$ cat src/rtl/cpu_pkg.sv
// Shared definitions for the 16-bit CPU control path.
// Contents:
//   - opcode class encodings (Instruction[15:12])
//   - sequencer state encoding (3 bits)
//   - opcode legality helper used by DECODE
package cpu_pkg;

  localparam logic [3:0] OP_R    = 4'h0;
  localparam logic [3:0] OP_LW   = 4'h1;
  localparam logic [3:0] OP_SW   = 4'h2;
  localparam logic [3:0] OP_BEQ  = 4'h3;
  localparam logic [3:0] OP_ADDI = 4'h4;
  localparam logic [3:0] OP_HALT = 4'hF;

  typedef enum logic [2:0] {
    S_FETCH  = 3'd0,
    S_DECODE = 3'd1,
    S_EXEC   = 3'd2,
    S_MEM    = 3'd3,
    S_WB     = 3'd4,
    S_HALT   = 3'd5,
    S_FAULT  = 3'd6
  } state_e;

  // True for every opcode class the sequencer knows how to step.
  function automatic logic op_is_legal(input logic [3:0] op);
    return (op == OP_R) || (op == OP_LW) || (op == OP_SW) ||
           (op == OP_BEQ) || (op == OP_ADDI) || (op == OP_HALT);
  endfunction

endpackage

$ cat src/rtl/seq_wait_timer.sv
// Wait-cycle timer shared by the FETCH and MEM handshakes.
// Ports:
//   clk_i      rising-edge clock
//   rst_i      synchronous active-high reset, clears the count
//   clr_i      clear the count (takes priority over en_i)
//   en_i       count one more unacknowledged cycle
//   expired_o  high during the LIMIT-th unacknowledged cycle of a wait
module seq_wait_timer #(
  parameter int LIMIT = 15
) (
  input  logic clk_i,
  input  logic rst_i,
  input  logic clr_i,
  input  logic en_i,
  output logic expired_o
);

  // The count holds the number of unacked cycles already spent, so the
  // LIMIT-th waiting cycle is the one where it reads LIMIT-1. An ack in that
  // same cycle still wins because the caller checks ack before expired_o.
  localparam logic [3:0] LAST = 4'(LIMIT - 1);

  logic [3:0] cnt_q, cnt_d;

  always_comb begin
    cnt_d = cnt_q;
    if (clr_i) begin
      cnt_d = 4'd0;
    end else if (en_i) begin
      cnt_d = cnt_q + 4'd1;
    end
  end

  always_ff @(posedge clk_i) begin
    if (rst_i) begin
      cnt_q <= 4'd0;
    end else begin
      cnt_q <= cnt_d;
    end
  end

  assign expired_o = (cnt_q == LAST);

endmodule

$ cat src/rtl/cpu_cycle_sequencer.sv
// Multi-cycle control sequencer for the 16-bit CPU. Owns the PC and steps each
// instruction through FETCH/DECODE/EXEC/MEM/WB, issuing per-state enables to
// the datapath. Fetch and load/store use req/ack handshakes so memories may
// stall; a stall longer than MEM_TIMEOUT cycles lands in FAULT.
//
// Handshake: a request is held high every cycle the sequencer waits in FETCH
// or MEM; the cycle in which the matching ack is seen completes the transfer
// and the request drops on the next cycle. An ack outside a request is ignored.
//
// Ports:
//   clk_i             rising-edge clock
//   rst_i             synchronous active-high reset
//   opcode_i          Instruction[15:12] from the instruction register
//   alu_zero_i        ALU zero flag, used in EXEC
//   branch_tgt_i      BEQ target from the datapath
//   imem_ack_i        instruction memory done, data valid this cycle
//   dmem_ack_i        data memory done
//   retired_ld_i      debug preload strobe for the retire counter
//   retired_ld_val_i  debug preload value for the retire counter
//   pc_o              current PC
//   imem_req_o        fetch request
//   dmem_req_o        data access request
//   dmem_we_o         1=store, 0=load (qualified by dmem_req_o)
//   ir_write_o        latch instruction into IR
//   reg_write_o       register file write strobe
//   mem_to_reg_o      WB source: 1=memory, 0=ALU
//   alu_src_imm_o     ALU B operand = immediate
//   halted_o          HALT executed
//   fault_o           illegal opcode or memory timeout
//   retired_o         retired-instruction count (wraps)
//   state_o           current FSM state, for debug/checkers
module cpu_cycle_sequencer
  import cpu_pkg::*;
#(
  parameter int              PC_W        = 16,
  parameter logic [PC_W-1:0] RESET_PC    = 16'd10,
  parameter int              PC_STEP     = 1,
  parameter int              MEM_TIMEOUT = 15
) (
  input  logic            clk_i,
  input  logic            rst_i,
  input  logic [3:0]      opcode_i,
  input  logic            alu_zero_i,
  input  logic [PC_W-1:0] branch_tgt_i,
  input  logic            imem_ack_i,
  input  logic            dmem_ack_i,
  input  logic            retired_ld_i,
  input  logic [15:0]     retired_ld_val_i,
  output logic [PC_W-1:0] pc_o,
  output logic            imem_req_o,
  output logic            dmem_req_o,
  output logic            dmem_we_o,
  output logic            ir_write_o,
  output logic            reg_write_o,
  output logic            mem_to_reg_o,
  output logic            alu_src_imm_o,
  output logic            halted_o,
  output logic            fault_o,
  output logic [15:0]     retired_o,
  output logic [2:0]      state_o
);

  localparam logic [PC_W-1:0] STEP = PC_W'(PC_STEP);

  state_e          state_q, state_d;
  logic [PC_W-1:0] pc_q, pc_d;
  logic [3:0]      op_q, op_d;
  logic [15:0]     retired_q, retired_d;
  logic            retire;
  logic            timer_clr;
  logic            timer_en;
  logic            timer_expired;

  seq_wait_timer #(
    .LIMIT (MEM_TIMEOUT)
  ) u_timer (
    .clk_i     (clk_i),
    .rst_i     (rst_i),
    .clr_i     (timer_clr),
    .en_i      (timer_en),
    .expired_o (timer_expired)
  );

  always_comb begin
    state_d       = state_q;
    pc_d          = pc_q;
    op_d          = op_q;
    retire        = 1'b0;
    // Outside FETCH/MEM the timer sits at zero so every wait starts fresh.
    timer_clr     = 1'b1;
    timer_en      = 1'b0;
    imem_req_o    = 1'b0;
    dmem_req_o    = 1'b0;
    dmem_we_o     = 1'b0;
    ir_write_o    = 1'b0;
    reg_write_o   = 1'b0;
    mem_to_reg_o  = 1'b0;
    alu_src_imm_o = 1'b0;
    halted_o      = 1'b0;
    fault_o       = 1'b0;

    unique case (state_q)
      S_FETCH: begin
        imem_req_o = 1'b1;
        timer_clr  = imem_ack_i;
        timer_en   = !imem_ack_i;
        if (imem_ack_i) begin
          ir_write_o = 1'b1;
          pc_d       = pc_q + STEP;
          state_d    = S_DECODE;
        end else if (timer_expired) begin
          state_d = S_FAULT;
        end
      end

      S_DECODE: begin
        // Capture the class once so later states do not depend on IR timing.
        op_d    = opcode_i;
        state_d = op_is_legal(opcode_i) ? S_EXEC : S_FAULT;
      end

      S_EXEC: begin
        alu_src_imm_o = (op_q == OP_LW) || (op_q == OP_SW) || (op_q == OP_ADDI);
        case (op_q)
          OP_BEQ: begin
            if (alu_zero_i) begin
              pc_d = branch_tgt_i;
            end
            retire  = 1'b1;
            state_d = S_FETCH;
          end
          OP_LW, OP_SW: state_d = S_MEM;
          OP_R, OP_ADDI: state_d = S_WB;
          OP_HALT: begin
            retire  = 1'b1;
            state_d = S_HALT;
          end
          default: state_d = S_FAULT;
        endcase
      end

      S_MEM: begin
        dmem_req_o = 1'b1;
        dmem_we_o  = (op_q == OP_SW);
        timer_clr  = dmem_ack_i;
        timer_en   = !dmem_ack_i;
        if (dmem_ack_i) begin
          if (op_q == OP_SW) begin
            retire  = 1'b1;
            state_d = S_FETCH;
          end else begin
            state_d = S_WB;
          end
        end else if (timer_expired) begin
          state_d = S_FAULT;
        end
      end

      S_WB: begin
        reg_write_o  = 1'b1;
        mem_to_reg_o = (op_q == OP_LW);
        retire       = 1'b1;
        state_d      = S_FETCH;
      end

      S_HALT: begin
        halted_o = 1'b1;
      end

      S_FAULT: begin
        fault_o = 1'b1;
      end

      default: begin
        state_d = S_FAULT;
      end
    endcase
  end

  always_comb begin
    retired_d = retired_q;
    if (retired_ld_i) begin
      retired_d = retired_ld_val_i;
    end else if (retire) begin
      retired_d = retired_q + 16'd1;
    end
  end

  always_ff @(posedge clk_i) begin
    if (rst_i) begin
      state_q   <= S_FETCH;
      pc_q      <= RESET_PC;
      op_q      <= OP_R;
      retired_q <= 16'd0;
    end else begin
      state_q   <= state_d;
      pc_q      <= pc_d;
      op_q      <= op_d;
      retired_q <= retired_d;
    end
  end

  assign pc_o      = pc_q;
  assign retired_o = retired_q;
  assign state_o   = state_q;

endmodule
$ cat config.mk
export PLATFORM = sky130hd
export DESIGN_NAME = cpu_cycle_sequencer
export DESIGN_NICKNAME = d
export VERILOG_FILES = /design/src/rtl/cpu_pkg.sv /design/src/rtl/seq_wait_timer.sv /design/src/rtl/cpu_cycle_sequencer.sv
export SDC_FILE = /design/constraint.sdc
export NUM_CORES = 1
export LEC_CHECK = 0
export CORE_MARGIN = 2
export CORE_UTILIZATION = 47
export CTS_CLUSTER_SIZE = 28
export DETAILED_ROUTE_END_ITERATION = 8
export PLACE_DENSITY = 0.87
export RECOVER_POWER = 25
export REMOVE_ABC_BUFFERS = 1
export SETUP_SLACK_MARGIN = 0.2
export SLEW_MARGIN = 10
export SYNTH_ARGS = -nofsm -noshare
export SYNTH_HDL_FRONTEND = slang
export SYNTH_SLANG_ARGS = --single-unit
$ cat constraint.sdc
create_clock -name clk_i -period 2.4 [get_ports clk_i]
set_clock_uncertainty 0.05 [all_clocks]
set_input_delay 0.24 -clock clk_i [delete_from_list [all_inputs] [get_ports clk_i]]
set_output_delay 0.24 -clock clk_i [all_outputs]
set_load 0.01 [all_outputs]
==> results.txt <==
----------------------------------------------------
[Timing]
  Total count of hold-check failures in the final report ... 0
  Setup repair after global routing missed its margin ... yes
  Highest clock frequency the design can meet ... 0.4553 GHz
  Final setup fails ... 0
  Relative slew slack ... about 47%
  Clock period minus worst slack ... 2.197 ns
  Share of the clock period used by the worst path after layout ... 91.52%
  Worst Max-Slew Pin Slew ... roughly 0.79 ns
  Slew Viols, Final ... 0
  Worst setup slack after layout ... around 0.20 ns

[Synth]
  Area share of the largest cell type after synthesis ... a little under a third
  Cell area after synthesis ... roughly 2700 um2
  Leading cell types by total area after synthesis ... sky130_fd_sc_hd__dfxtp_1 31%, sky130_fd_sc_hd__a21oi_1 6.6%, sky130_fd_sc_hd__nor2_1 5.5%
  Synth cell types ... 59
  Primary flip-flop cell chosen by synthesis mapping ... sky130_fd_sc_hd__dfxtp_1
  Asr flop ratio synth ... 0%
  Most frequent cells after synthesis ... 43 x sky130_fd_sc_hd__dfxtp_1, 40 x sky130_fd_sc_hd__nor2_1, 39 x sky130_fd_sc_hd__nand2_1
  Register area share after synthesis ... around a third
  Count of mapped cells out of synthesis ... around 360
  Leading cell type by number of instances after synthesis ... sky130_fd_sc_hd__dfxtp_1
  Cell accounting for the most synthesized area ... sky130_fd_sc_hd__dfxtp_1
  Number of enable-type register cells in the synthesized netlist ... 0
  Synthesis warning total ... 0
  Number of synthesized register bits ... 43
  Synthesized area per cell ... about 7.6 um2

[CTS]
  TritonCTS Sinks ... 43
  CTS tree ... built
  Clock Latency Late Sink ... ~0.30 ns
  Number of buffers created by CTS ... 5
  Clock Tree Root ... sky130_fd_sc_hd__clkbuf_8
  Post-CTS Setup Bufs ... 0
  Clock Pin Slew Worst Setup and Hold Paths ... 0.08 ns
  Clock H-tree levels ... 2
  Max Root-Sink Buffers ... 2
  Number of buffers added to fix hold violations after cts ... 0

[Pwr]
  Worst vdd rail ir drop ... a little under 0.0004 V
  Seq pwr share ... between 30% and 40%
  Net Sw Power ... around 1.2 mW
  Static leakage power ... ~1.4 nW
  Internal power ... approximately 1.7 mW
  Switching part of the total power ... roughly 40%
  Power share of the clock group ... between 10% and 20%
  Power Dens Cells ... about 770 nW/um2
  Combinational power share ... between 50% and 60%

[Placement]
  Count of buffers inserted at the top-level ports ... between 80 and 90
  DPL Wire Length ... around 5800 um
  Last weighted congestion value of the routability-driven placer ... ~0.86
  Number of placed instances, taps included ... between 500 and 600
  Post-Place Setup Slack ... around 0.38 ns

[Hold path]
  Hold Path Class ... reg2reg

[Cells and area]
  Fillers ... between 400 and 500
  Number of diodes ... 0
  Fin cells ... slightly above 500
  Share of post-route cells with drive strength above 1 ... roughly 8.6%
  Area of the multi-input gates ... approximately 1700 um2
  Area growth from synthesis to final layout ... 36.85%
  Area of all sequential standard cells ... ~860 um2
  Layout net count ... 487

[Global route]
  Number of global-route vias before repair ... between 2,000 and 3,000
  Initial antenna violation count ... 0
  GRT Total Usage ... between 20% and 30%
  First-pass GRT wire length ... 12,560 um
  Maximum number of pins on one net before global-route repair ... 30
  Total congestion overflow after global routing ... 0

[Setup path]
  Crit. End Element ... output port
  Arrival time of data at the critical path endpoint ... roughly 1.9 ns
  Critical Setup Path Class ... reg2out
  Startpoint type of the worst setup path ... register
  CP Max Fanout ... 6
  Crit path required time ... around 2.1 ns

[Run status]
  Result of the run ... complete, no violations

[Drt]
  Total number of vias ... approximately 3,000
  Drt first pass iters ... 4
  DRC viols ... 0
  Post-DRT Antenna Nets ... 0
  DRT iter0 DRCs ... approximately 170
  Average via count per standard cell ... 5.951
  Drt total wl ... approximately 7800 um
  Average detailed-routed wire length per instance ... about 15 um

[Floorplanning]
  Die Width ... 80.36 um
  Core Rows ... 27
  Number of ports placed on the die boundary ... 86
  Initial standard-cell utilization of the core ... between 40% and 50%
  Area of the die ... ~6500 um2
  Height of the chip ... around 80 um
  Core box area ... between 5000 and 6000 um2

[Job]
  Number of maximum-capacitance violations ... 0

----------------------------------------------------
==> sequential cells by signal (all words and copies together) (netlist names) <==
register / count
retired_o: 16
op_q: 4
u_timer.cnt_q: 4
pc_o: 16
state_o: 3
==> path summary, 6_finish.rpt <==
kind | slack, ns | start | to | cells after the start
worst min-delay path | 0.42 | u_timer.cnt_q[0] | u_timer.cnt_q[0] | 1
worst max register to register | 0.37 | op_q[2] | retired_o[1] | 7
worst max-delay path | 0.20 | state_o[2] | mem_to_reg_o | 3
worst min register to register | 0.42 | u_timer.cnt_q[0] | u_timer.cnt_q[0] | 1
==> worst max-delay path, cell delays in order (launching register included) <==
cell and delay (ns):
sky130_fd_sc_hd__dfxtp_1 0.41, sky130_fd_sc_hd__nor3b_1 0.41, sky130_fd_sc_hd__and4b_1 0.26, sky130_fd_sc_hd__clkdlybuf4s50_1 0.53
==> through the flow <==
step / TNS (ns) / hold WS [ns] / utilization [%] / power [mW] / instance area (um2)
after floorplan: -9.088 / 0.2524 / - / 1.776 / 2595
after global placement: 0 / 0.3955 / 65.59 / 2.399 / 3656
after detailed placement: 0 / 0.3968 / 65.59 / 2.445 / 3656
after CTS: 0 / 0.4158 / 67.16 / 2.900 / 3744
after global routing: 0 / 0.4250 / 67.27 / 3.091 / 3750
final: 0 / 0.4194 / 67.27 / 2.893 / 3750
==> kinds of logic (layout without fill, tap and decap cells) <==
logic type | Yosys count | count (layout) | share of synthesized area, %
and+or+nand+nor | 148 | 148 | 27.72
xor gates and xnor gates | 5 | 5 | 1.598
AOI/OAI and AO/OA | 115 | 115 | 28.04
muxes | 7 | 7 | 2.603
DFF | 43 | 43 | 31.42
adders and majority gates | 4 | 4 | 1.827
buffers and inverters | 40 | 120 | 6.804
==> per-layer routing <==
layer	part of all wire [%]	GRT usage [%]	vias to the layer above
met1	44	30.62	1441
met4	2.0	9.661	0
li1	-	-	1498
met5	0	0	-
met3	5.5	3.371	14
met2	49	41.08	106
==> repair_timing <==
item	CTS	global route
gates resized for setup	2	4
setup endpoints to repair	2	5
endpoints found under the hold margin	0	0
==> layout make-up <==
class | instances | area share, %
repair buffers | 101 | 25.93
flip-flops and latches | 43 | 23.06
clock buffers | 6 | 1.935
well taps | 72 | 2.402
clock inverters | 2 | 0.3337
multi-input cells | 279 | 45.25
inverters | 11 | 1.101
==> power by group through the flow <==
stage               sequential, mW  combinational [mW]  clock [mW]
global placement             0.989                1.41           0
CTS                          0.983                1.45       0.464
global route                  1.01                1.58       0.497
finish                       0.987                1.45       0.457
detailed placement           0.997                1.45           0
floorplan                     1.08               0.701           0
==> cell usage in the layout, fill, tap and decap left out, drive strengths merged, types with 6 or more instances in the layout <==
cell | synthesis | routed
a32o | 6 | 6
clkbuf | 14 | 7
a21oi | 37 | 37
buf | 15 | 15
a211oi | 8 | 8
nand3 | 15 | 15
mux2i | 6 | 6
nor2 | 40 | 40
and3 | 7 | 7
o21ai | 22 | 22
clkdlybuf4s50 | 0 | 64
dlygate4sd3 | 0 | 19
nor3 | 9 | 9
dfxtp | 43 | 43
nor3b | 6 | 6
inv | 11 | 11
nand2 | 39 | 39
nand4 | 10 | 10
Power figures use the tool's default switching activity.
==> RTL edit: new RTL, same settings <==
The parameter `PC_W` goes from 16 to 32.
--- a/src/rtl/cpu_cycle_sequencer.sv
+++ b/src/rtl/cpu_cycle_sequencer.sv
@@ -34,3 +34,3 @@
 #(
-  parameter int              PC_W        = 16,
+  parameter int              PC_W        = 32,
   parameter logic [PC_W-1:0] RESET_PC    = 16'd10,
Interface: changed (resized branch_tgt_i and pc_o); port bits go from 86 to 118. No check against the original RTL was run, so the function may have changed too.
==> RTL edit against the original RTL <==
Global-route usage is 3.8 points higher. Final area up 42%. Non-clock buffer count rose by 42. Area after synthesis is 37% higher. Sequential cell count is 16 higher. Sequential power is 20% higher. Setup slack worse by 0.069 ns. Largest cell class unchanged. Hold slack lost 0.33 ns. Critical path depth stayed put. Fmax decreased by 3.0%. Total power grew 10%. Wire length rose by 59%.
==> RTL edit: results (changes against the original RTL) <==
stage,metric,value,unit,change
routing,via_per_inst,6.14,,was 5.95
clock_network,worst_skew_pair.late_latency,0.34,ns,was 0.30 ns
global_route,grt_max_degree,36,,was 30
placement,place_hpwl,8.43,mm,was 5.77 mm
routing,drt_iter0_markers,390,,was 172
sta,worstMarginPinSlew,0.813,ns,was 0.793 ns
yosys,synth_top_cells_by_area,"sky130_fd_sc_hd__dfxtp_1, sky130_fd_sc_hd__a21oi_1, sky130_fd_sc_hd__o21ai_0, sky130_fd_sc_hd__nand2_1, sky130_fd_sc_hd__xor2_1",,"was sky130_fd_sc_hd__dfxtp_1, sky130_fd_sc_hd__a21oi_1, sky130_fd_sc_hd__nor2_1, sky130_fd_sc_hd__nand2_1, sky130_fd_sc_hd__nand3_1"
setup_path,reg2regPathDepth,5,,was 7
yosys,synth_commonest_cells,"sky130_fd_sc_hd__dfxtp_1, sky130_fd_sc_hd__a21oi_1, sky130_fd_sc_hd__nand2_1, sky130_fd_sc_hd__o21ai_0, sky130_fd_sc_hd__nor2_1",,"was sky130_fd_sc_hd__dfxtp_1, sky130_fd_sc_hd__nor2_1, sky130_fd_sc_hd__nand2_1, sky130_fd_sc_hd__a21oi_1, sky130_fd_sc_hd__nand3_1"
setup_path,worst-endpoint-arrival,1.98,ns,was 1.91 ns
setup_path,reg2reg_from,state_o[0],,was op_q[2]
setup_path,critPathMaxFanout,17,,was 6
finish,layout-drive-gt1-share,0.0988,,was 0.0860
min_path,hold_path_end,pc_o[12],,was u_timer.cnt_q[0]
placement,numPlacedInstances,687,,was 506
global_route,grt_use_total,0.280,,was 0.241
finish,largest_register_ff_count,32,,
setup_path,rrSetupSlack,0.14,ns,was 0.37 ns
routing,wl_per_cell,17.5,um,was 15.1 um
setup_path,worstReg2RegEnd,pc_o[31],,was retired_o[1]
setup_path,crit_path_max_incr_delay,0.61,ns,was 0.53 ns
clock_network,worst_setup_hold_path_clk_slew,0.07,ns,
status,run_status,"finished, final reports clean",,unchanged
yosys,syn_area,3750,um^2,was 2740 um^2
yosys,synth.yosys.seq_area_share,0.315,,was 0.314
placement,routabilityCongestion,0.914,,was 0.862
power_and_ir_drop,vdd_drop_max,0.432,mV,was 0.392 mV
setup_path,critPathSlowestCell,sky130_fd_sc_hd__clkdlybuf4s50_1,,unchanged
finish,fillerInstances,618,,was 481
min_path,worstHoldStart,rst_i,,was u_timer.cnt_q[0]
placement,numPortBuffers,117,,was 85
finish,design.final.nets,665,,was 487
min_path,holdCritPathClass,input pin to register,,was register to register
power_and_ir_drop,static-leakage-power,2.07,nW,was 1.39 nW
global_route,grt_pass1_wl,19.6,mm,was 12.6 mm
min_path,hold-path-cell-count,2,,was 1
global_route,first_global_vias,4069,,was 2801
yosys,synth_cell_type_count,66,,was 59
routing,detailedRoute.firstPassIterationCount,5,,was 4
clock_network,cts_made_buffers,9,,was 5
clock_network,clock_root_buffer,sky130_fd_sc_hd__clkbuf_8,,unchanged
yosys,syn_area_per_cell,7.76,um^2,was 7.57 um^2
==> RTL edit: layout make-up <==
class                   instances  area [um^2]  share of cell area
inverters                      24         90.1              0.0169
clock buffers                  13          159              0.0298
well taps                     102          128              0.0239
multi-input cells             366         2370               0.445
flip-flops and latches         59         1180               0.222
repair buffers                143         1370               0.256
clock inverters                 2         35.0             0.00657
==> RTL edit: where the power goes <==
group | internal, mW | switching (mW) | leakage (nW) | total [mW]
clock | 0.530 | 0.391 | 0.0995 | 0.921
sequential | 1.07 | 0.113 | 0.482 | 1.18
combinational | 0.528 | 0.562 | 1.49 | 1.09
==> RTL edit: worst max path at each step <==
stage / startpoint / to / slack [ns]
final: state_o[0] / reg_write_o / 0.13
after global routing: state_o[0] / ir_write_o / 0.05
after CTS: op_q[2] / dmem_we_o / 0.12
after detailed placement: alu_zero_i / pc_o[4] / -0.08
after global placement: alu_zero_i / pc_o[4] / 0.01
after floorplan: state_o[1] / pc_o[28] / -1.39
==> RTL edit: what timing repair did <==
item                       CTS  global route
pin swaps                    1             4
setup endpoints to repair   29            19
setup buffers                0             6
gates resized for setup     11            10
gates cloned                 1             0
==> RTL edit: logic make-up after synthesis <==
kind of cell    after synthesis  share of synthesized area
compound gates              164                      0.290
xor+xnor                     18                     0.0420
fa+ha+maj                     4                     0.0133
buf+inv                      60                     0.0697
flops                        59                      0.315
mux                           6                     0.0160
simple gates                173                      0.254
==> RTL edit: per-layer routing <==
metal | global-route usage | part of all wire
met1 | 0.362 | 0.40
met2 | 0.441 | 0.48
met3 | 0.0596 | 0.091
met4 | 0.136 | 0.028
met5 | 0 | 0
==> RTL edit: worst max-delay path, delay by kind of cell (launching register included) <==
family | cells | cell delay [ns]
simple gates | 1 | 0.43
buf+inv | 2 | 0.88
flops | 1 | 0.32
==> RTL edit: through the flow <==
stage	instance area, um^2	util	power (mW)	worst slack (ns)	hold slack [ns]
2_1_floorplan	3580	-	1.70	-1.39	0.259
3_3_place_gp	5030	0.651	2.17	0.0112	0.395
3_5_place_dp	5030	0.651	2.20	-0.0762	0.412
4_1_cts	5270	0.682	3.14	0.122	0.0834
5_1_grt	5330	0.690	3.35	0.0536	0.0853
6_report	5330	0.690	3.19	0.135	0.0903
